==> src/rtl/sensor_packetizer.sv <==
// Frames 32-bit sensor samples into header/data/checksum byte streams with a one-entry pending buffer.
// Optional sequence byte after the header when SENSOR_PKT_SEQ_EN is defined.
module sensor_packetizer #(
    parameter logic [7:0]  HEADER_BYTE = 8'hA5,
    parameter int unsigned GAP_CYCLES  = 16,
    localparam int unsigned DATA_W     = 32,
    localparam int unsigned BYTE_W     = 8
) (
    input  logic              clk,
    input  logic              reset,
    input  logic [DATA_W-1:0] sensor_data,
    input  logic              sensor_valid,
    input  logic              clear_overrun,
    output logic [BYTE_W-1:0] byte_data,
    output logic              byte_valid,
    input  logic              byte_ready,
    output logic              busy,
    output logic              overrun
);

    localparam int unsigned IDX_W    = 2;
    localparam int unsigned GAP_W    = (GAP_CYCLES > 1) ? $clog2(GAP_CYCLES) : 1;
    localparam int unsigned GAP_LAST = (GAP_CYCLES > 0) ? GAP_CYCLES - 1 : 0;

    typedef enum logic [2:0] {
        IDLE = 3'd0,
        HDR  = 3'd1,
`ifdef SENSOR_PKT_SEQ_EN
        SEQ  = 3'd2,
`endif
        DATA = 3'd3,
        CSUM = 3'd4,
        GAP  = 3'd5
    } state_t;

    state_t            state, state_nxt;
    logic [DATA_W-1:0] frame, frame_nxt;
    logic [DATA_W-1:0] pending, pending_nxt;
    logic              pending_full, pending_full_nxt;
    logic [BYTE_W-1:0] csum, csum_nxt;
    logic [IDX_W-1:0]  idx, idx_nxt;
    logic [GAP_W-1:0]  gap_cnt, gap_cnt_nxt;
    logic [BYTE_W-1:0] byte_data_nxt;
    logic              byte_valid_nxt;
    logic              busy_nxt;
    logic              overrun_nxt;
    logic              accept;
    logic              launch_ok;
    logic              direct_load;
`ifdef SENSOR_PKT_SEQ_EN
    logic [BYTE_W-1:0] seq, seq_nxt;
`endif

    // Data bytes leave MSB first
    function automatic logic [BYTE_W-1:0] frame_byte(input logic [DATA_W-1:0] word,
                                                     input logic [IDX_W-1:0]  sel);
        logic [BYTE_W-1:0] res;
        case (sel)
            2'd0:    res = word[31:24];
            2'd1:    res = word[23:16];
            2'd2:    res = word[15:8];
            default: res = word[7:0];
        endcase
        return res;
    endfunction

    always_ff @(posedge clk) begin
        if (reset) begin
            state        <= IDLE;
            frame        <= '0;
            pending      <= '0;
            pending_full <= 1'b0;
            csum         <= '0;
            idx          <= '0;
            gap_cnt      <= '0;
            byte_data    <= '0;
            byte_valid   <= 1'b0;
            busy         <= 1'b0;
            overrun      <= 1'b0;
`ifdef SENSOR_PKT_SEQ_EN
            seq          <= '0;
`endif
        end else begin
            state        <= state_nxt;
            frame        <= frame_nxt;
            pending      <= pending_nxt;
            pending_full <= pending_full_nxt;
            csum         <= csum_nxt;
            idx          <= idx_nxt;
            gap_cnt      <= gap_cnt_nxt;
            byte_data    <= byte_data_nxt;
            byte_valid   <= byte_valid_nxt;
            busy         <= busy_nxt;
            overrun      <= overrun_nxt;
`ifdef SENSOR_PKT_SEQ_EN
            seq          <= seq_nxt;
`endif
        end
    end

    always_comb begin
        state_nxt        = state;
        frame_nxt        = frame;
        pending_nxt      = pending;
        pending_full_nxt = pending_full;
        csum_nxt         = csum;
        idx_nxt          = idx;
        gap_cnt_nxt      = gap_cnt;
        byte_data_nxt    = byte_data;
        byte_valid_nxt   = byte_valid;
        overrun_nxt      = overrun;
        launch_ok        = 1'b0;
        direct_load      = 1'b0;
        accept           = byte_valid & byte_ready;
`ifdef SENSOR_PKT_SEQ_EN
        seq_nxt          = seq;
`endif

        case (state)
            IDLE: launch_ok = 1'b1;
            HDR: begin
                if (accept) begin
`ifdef SENSOR_PKT_SEQ_EN
                    state_nxt     = SEQ;
                    byte_data_nxt = seq;
`else
                    state_nxt     = DATA;
                    idx_nxt       = '0;
                    byte_data_nxt = frame_byte(frame, IDX_W'(0));
`endif
                end
            end
`ifdef SENSOR_PKT_SEQ_EN
            SEQ: begin
                if (accept) begin
                    csum_nxt      = csum + byte_data;
                    seq_nxt       = seq + BYTE_W'(1);
                    state_nxt     = DATA;
                    idx_nxt       = '0;
                    byte_data_nxt = frame_byte(frame, IDX_W'(0));
                end
            end
`endif
            DATA: begin
                if (accept) begin
                    csum_nxt = csum + byte_data;
                    if (idx == IDX_W'(3)) begin
                        state_nxt     = CSUM;
                        byte_data_nxt = csum + byte_data;
                    end else begin
                        idx_nxt       = idx + IDX_W'(1);
                        byte_data_nxt = frame_byte(frame, idx + IDX_W'(1));
                    end
                end
            end
            CSUM: begin
                if (accept) begin
                    byte_valid_nxt = 1'b0;
                    gap_cnt_nxt    = '0;
                    state_nxt      = (GAP_CYCLES > 0) ? GAP : IDLE;
                end
            end
            GAP: begin
                // Final gap cycle doubles as the launch slot so the quiet time is exactly GAP_CYCLES
                if (gap_cnt == GAP_W'(GAP_LAST)) begin
                    state_nxt = IDLE;
                    launch_ok = 1'b1;
                end else begin
                    gap_cnt_nxt = gap_cnt + GAP_W'(1);
                end
            end
            default: state_nxt = IDLE;
        endcase

        if (launch_ok && (pending_full || sensor_valid)) begin
            if (pending_full) begin
                frame_nxt        = pending;
                pending_full_nxt = 1'b0;
            end else begin
                frame_nxt   = sensor_data;
                direct_load = 1'b1;
            end
            state_nxt      = HDR;
            csum_nxt       = '0;
            idx_nxt        = '0;
            byte_valid_nxt = 1'b1;
            byte_data_nxt  = HEADER_BYTE;
        end

        if (clear_overrun) begin
            overrun_nxt = 1'b0;
        end

        // A sample not taken straight into the frame lands in pending
        if (sensor_valid && !direct_load) begin
            pending_nxt      = sensor_data;
            pending_full_nxt = 1'b1;
            if (pending_full && !launch_ok) begin
                overrun_nxt = 1'b1;
            end
        end

        busy_nxt = (state_nxt != IDLE);
    end

endmodule
==> config.mk <==
export PLATFORM = sky130hd
export DESIGN_NAME = sensor_packetizer
export DESIGN_NICKNAME = d
export VERILOG_FILES = /design/src/rtl/sensor_packetizer.sv
export SDC_FILE = /design/constraint.sdc
export NUM_CORES = 1
export LEC_CHECK = 0
export ABC_AREA = 1
export BUFFER_PORTS_ARGS = -buffer_cell sky130_fd_sc_hd__buf_2
export CAP_MARGIN = 20
export CORE_MARGIN = 2
export CORE_UTILIZATION = 50
export DETAILED_ROUTE_END_ITERATION = 7
export GPL_TIMING_DRIVEN = 0
export PLACE_DENSITY = 0.7
export SLEW_MARGIN = 0
export SYNTH_ARGS = -nofsm -noshare
export SYNTH_HDL_FRONTEND = slang
export SYNTH_SLANG_ARGS = --single-unit
==> constraint.sdc <==
create_clock -name clk -period 4.63 [get_ports clk]
set_input_delay 0.463 -clock clk [delete_from_list [all_inputs] [get_ports clk]]
set_output_delay 0.463 -clock clk [all_outputs]
set_load 0.02 [all_outputs]
==> results of run 1 <==
synth_stat cells, drive strengths merged:
master,count,share of area
nand3,30,0.034
nor3,4,0.0046
o22ai,4,0.0057
o21bai,1,0.0017
dfxtp,93,0.43
xor2,2,0.0040
inv,42,0.036
nand4,3,0.0043
o21ai,78,0.090
clkbuf,11,0.0098
mux2i,32,0.074
and3,2,0.0029
xnor2,2,0.0040
a32oi,1,0.0020
o211ai,1,0.0017
a31oi,2,0.0029
a21oi,36,0.042
o211a,2,0.0046
ha,13,0.037
nand3b,1,0.0017
fa,1,0.0046
o21a,1,0.0017
nand2,113,0.097
nor2,89,0.081
buf,17,0.024
power by group through the flow:
stage / Sequential [mW] / Combinational, mW / Clock [mW]
2_1_floorplan: 0.922 / 0.159 / 0
3_3_place_gp: 0.922 / 0.234 / 0
6_report: 0.908 / 0.240 / 0.491
3_5_place_dp: 0.925 / 0.240 / 0
4_1_cts: 0.906 / 0.241 / 0.499
5_1_grt: 0.913 / 0.272 / 0.536
worst reg2reg max path, cell delays in order, from the launching register on:
cell     delay [ps]
dfxtp_1         380
ha_1            230
inv_1            70
fa_1            390
inv_1           100
nand3_1          70
nand3_1          80
xor2_1          210
o21ai_0         110
a21oi_1         120
flip-flops by register name (all words and copies together) (netlist names):
| signal | count |
|---|---|
| busy | 1 |
| pending | 32 |
| csum | 8 |
| state | 3 |
| byte_data | 8 |
| pending_full | 1 |
| frame | 32 |
| idx | 2 |
| overrun | 1 |
| byte_valid | 1 |
| gap_cnt | 4 |
layout make-up:
class / count / area, um2
repair buffers: 46 / 230
multi-input cells: 418 / 2190
clock buffers: 11 / 141
clock inverters: 5 / 33.8
well taps: 108 / 135
inverters: 42 / 158
fillers: 841 / 3700
plain buffers: 28 / 145
flip-flops and latches: 93 / 1860
routing by layer:
layer	track usage	routed length (um)	part of all wire
met5	0	0	0
met3	0.0446	561	0.054
met4	0.0577	111	0.011
met1	0.298	4890	0.47
met2	0.367	4830	0.46
worst paths after layout:
check,startpoint,end,slack [ps],cells after the start
min reg2reg,overrun,overrun,460,2
min,sensor_data[31],pending[31],330,3
max reg2reg,byte_data[0],byte_data[4],2800,9
max,byte_data[0],byte_data[4],2800,9
metrics by stage:
stage	power [mW]	setup slack (ps)
after floorplan	1.08	2910
after global placement	1.16	2870
after detailed placement	1.16	2840
after CTS	1.65	2800
after global routing	1.72	2680
final	1.64	2800
cell families (layout without fill, tap and decap cells):
family,count (synthesis),count (layout)
AO/OA/AOI/OAI,126,126
AND/OR/NAND/NOR,242,242
adder cells (fa/ha/maj),14,14
multiplexers,32,32
XOR/XNOR,4,4
flip-flops,93,93
buffers and inverters,70,132
==> metrics.csv, run 1 <==
stage,metric,value,unit
run_status,outcome,finished clean,
floorplanning,IO Pins,48,
worst_setup_path,Worst EP arrival,2110,ps
floorplanning,Row Count,34,
worst_setup_path,"Cell Chain, Critical Path","ha_1, inv_1, fa_1, inv_1, nand3_1, nand3_1, xor2_1, o21ai_0, a21oi_1",
cts,CTS Hold Bufs,0,
sta,Least-Margin Pin Slew,539,ps
job,max cap viols,0,
worst_setup_path,critical path endpoint category,flop,
cts,Max clock buf depth,2,
hold_path,worst min path class,in2reg,
synth,Syn Area/Cell,7.49,um2
cts,"CTS clk-pin slew, worst paths",100,ps
final_layout,Layout Cells excl Fill,751,
floorplanning,Die Ht,97.3,um
synth,multiplexer share of the synthesized area,0.0736,
sta,Final Hold Vio Count,0,
sta,WHS,333,ps
route,router iterations before antenna repair,7,
floorplanning,Initial Util,0.507,
place,DPL Wire Length,7880,um
pwr,LEAKAGE,2.15,nW
synth,Synth cell types,33,
sta,Finish-stage setup viols,0,
worst_setup_path,critical-path maximum fanout,3,
synth,post-synthesis adder-cell area fraction,0.0420,
worst_setup_path,critical path required time,4910,ps
place,port bufs,46,
worst_setup_path,Setup crit start kind,flop,
cts,worst-skew pair later-pin latency,360,ps
place,dpl cells,735,
floorplanning,core footprint,8590,um2
pwr,logic gate share of total power,0.147,
place,Final GP Congestion,0.912,
synth,Post-Synth Simple-Gate Area,0.227,
global_routing,largest net degree at the start of global routing,16,
pwr,switching share of power,0.287,
worst_setup_path,CP bufs+invs,2,
final_layout,area delta synth->final,12.4,%
synth,Post-Synth XOR/XNOR Area,0.00805,
place,placed instance area,4720,um2
final_layout,"most common cell after layout, fill and taps aside",nand2_1,
synth,"Seq/Total Area, Yosys",0.428,
route,Via Count,3974,
sta,worst clock skew,15.2,ps
cts,# resized after CTS,0,
sta,minimum period implied by the final worst setup slack,1830,ps
sta,max-slew violations,0,
synth,Seq cells post-synth,93,
synth,combinational family with the most area after synthesis,simple AND/OR/NAND/NOR gates,
final_layout,post-layout util,0.569,
route,routed vias/inst,5.29,
final_layout,Final Instance Area,4890,um2
final_layout,layout cells sized above 1,0.138,
synth,Synth Instances,581,
worst_setup_path,Crit-path slowest cell,fa_1,
pwr,PD cells,335,nW/um2
synth,"Net Count, Synth",632,
sta,final setup TNS,0,ps
pwr,VDD IR-drop max,197,uV
pwr,clock power share,0.300,
sta,unrepaired setup endpoints after global routing,false,
route,Routed wire per std cell,13.8,um
floorplanning,Die Width,97.3,um
cts,CTS root buf,clkbuf_8,
global_routing,vias in the first global route,3782,
sta,relative slew slack,0.641,
pwr,part of the power in registers,0.554,
worst_setup_path,"Largest stage delay, worst path",390,ps
route,initial DRC count,203,
route,"antenna viol nets, final",0,
synth,synthesized area,4350,um2
pwr,Power Internal,1.17,mW
cts,Num CTS Buffers,9,
route,final WL,10400,um
worst_setup_path,crit path kind,reg2reg,
cts,Post-CTS Setup Bufs,0,
route,DRC errors left,0,
cts,CTS tree,yes,
global_routing,Total GRT Usage,0.222,
final_layout,most frequent cells in the layout,"nand2_1 (113), dfxtp_1 (93), nor2_1 (85)",
final_layout,ant diodes,0,
worst_setup_path,CP top delay family,adder cells,
final_layout,layout net count,689,
synth,post-synthesis compound-gate area fraction,0.152,
global_routing,gr ovfl total,0,
sta,Tcrit/Tclk final,0.395,
sta,f_max,547,MHz
pwr,NetSw,0.471,mW
synth,Ys Warns,0,
global_routing,first-pass GRT wire length,17500,um
global_routing,antenna violations before repair,0,
cts,H-tree depth,3,
cts,CTS Sinks,93,
floorplanning,Die Area,9470,um2
No activity file was read; power rests on OpenSTA's default activity.
==> run 2: changes to the inputs <==
==> constraint.sdc (replaced) <==
create_clock -name clk -period 1.9 [get_ports clk]
set_input_delay 0.19 -clock clk [delete_from_list [all_inputs] [get_ports clk]]
set_output_delay 0.19 -clock clk [all_outputs]
set_load 0.02 [all_outputs]
==> metrics.csv, run 2 (synthesis gave the netlist of run 1 again) <==
stage,metric,value,unit
route,Via Count,3978,
worst_setup_path,critical path required time,2190,ps
sta,Finish-stage setup viols,0,
sta,Least-Margin Pin Slew,558,ps
final_layout,area delta synth->final,13.0,%
final_layout,leading registers by flop count,"frame (32), pending (32)",
worst_setup_path,critical path endpoint category,flop,
route,"antenna viol nets, final",0,
route,top sig layer,met4,
run_status,outcome,finished clean,
pwr,VDD IR-drop max,478,uV
final_layout,"most common cell after layout, fill and taps aside",nand2_1,
cts,CTS tree,yes,
hold_path,worst min path class,in2reg,
final_layout,ant diodes,0,
final_layout,Layout Cells excl Fill,750,
cts,worst-skew pair later-pin latency,360,ps
cts,H-tree depth,3,
global_routing,gr ovfl total,0,
pwr,PD cells,815,nW/um2
place,dpl cells,735,
global_routing,first-pass GRT wire length,17500,um
route,DRC errors left,0,
cts,CTS root buf,clkbuf_8,
global_routing,antenna violations before repair,0,
worst_setup_path,crit path kind,reg2reg,
sta,max-slew violations,0,
route,initial DRC count,227,
floorplanning,Die Area,9470,um2
final_layout,filler cell count,836,
route,routed vias/inst,5.30,
worst_setup_path,critical-path maximum fanout,3,
route,met2 wire len,4910,um
final_layout,layout cells sized above 1,0.145,
floorplanning,Row Count,34,
cts,Num CTS Buffers,9,
cts,CTS Sinks,93,
place,Final GP Congestion,0.912,
sta,Final Hold Vio Count,0,
global_routing,Total GRT Usage,0.222,
sta,Tcrit/Tclk final,0.985,
route,final WL,10400,um
pwr,LEAKAGE,2.16,nW
place,port bufs,46,
sta,f_max,534,MHz
route,router iterations before antenna repair,5,
cts,Post-CTS Setup Bufs,0,
worst_setup_path,reg2reg path depth,9,
sta,relative slew slack,0.628,
worst_setup_path,Worst EP arrival,2160,ps
cts,Max clock buf depth,2,
cts,"CTS clk-pin slew, worst paths",100,ps
job,max cap viols,0,
floorplanning,core footprint,8590,um2
hold_path,Worst Hold Depth,3,
floorplanning,Die Width,97.3,um
floorplanning,Die Ht,97.3,um
final_layout,layout net count,688,
worst_setup_path,Setup crit start kind,flop,
global_routing,largest net degree at the start of global routing,16,
sta,unrepaired setup endpoints after global routing,true,
sta,final setup margin,28.4,ps
floorplanning,Initial Util,0.507,
floorplanning,IO Pins,48,
cts,CTS Hold Bufs,0,
route,met3 wire length,542,um
place,setup slack after placement,106,ps
route,met1 wire length,4870,um
sta,final setup TNS,0,ps
route,Routed wire per std cell,13.9,um
final_layout,most frequent cells in the layout,"nand2_1 (113), dfxtp_1 (93), nor2_1 (84)",
cts,# resized after CTS,0,
pwr,post-layout power,4.01,mW
sta,worst clock skew,15.9,ps
global_routing,vias in the first global route,3782,
sta,minimum period implied by the final worst setup slack,1870,ps
sta,WHS,54.8,ps
place,DPL Wire Length,7880,um
## run 2: changes by cell type in the layout (fill, tap and decap cells not counted), sizes merged
cell / before / now
clkbuf: 22 / 21
## run 2: area by class of cell
class / instances / area [um2] / share of cell area
tap: 108 / 135 / 0.0275
clock buffer: 11 / 141 / 0.0287
timing repair buffer: 46 / 230 / 0.0468
sequential: 93 / 1860 / 0.379
buffer: 27 / 141 / 0.0287
clock inverter: 5 / 33.8 / 0.00687
inverter: 42 / 158 / 0.0321
multi-input combinational: 418 / 2220 / 0.451
## run 2: worst max-delay path, stage by stage (launching register included)
cell and delay, ps:
dfxtp_1 380, ha_1 230, inv_1 70, fa_1 430, inv_1 110, nand3_1 70, nand3_1 120, xor2_2 180
o21ai_0 100, a21oi_1 120
## run 2: worst paths after layout
kind	from	to	slack [ps]
min	sensor_data[31]	pending[31]	50
max	byte_data[0]	byte_data[4]	30
max reg2reg	byte_data[0]	byte_data[4]	30
min reg2reg	overrun	overrun	470
## run 2: metal layers
layer,vias to the layer above,track usage
li1,2021,-
met1,1843,0.298
met2,102,0.367
met3,12,0.0446
met4,0,0.0577
met5,-,0
## run 2: metrics by stage
| step | cell area, um2 | utilization |
|---|---|---|
| 2_1_floorplan | 4350 | - |
| 5_1_grt | 4920 | 0.572 |
| 3_5_place_dp | 4720 | 0.549 |
| 4_1_cts | 4890 | 0.569 |
| 3_3_place_gp | 4720 | 0.549 |
| 6_report | 4920 | 0.572 |
## run 2: where the power goes
| group | switching, mW | leakage (nW) | internal [mW] |
|---|---|---|---|
| Sequential | 0.0990 | 0.762 | 2.11 |
| Combinational | 0.366 | 1.31 | 0.228 |
| Clock | 0.691 | 0.0857 | 0.512 |
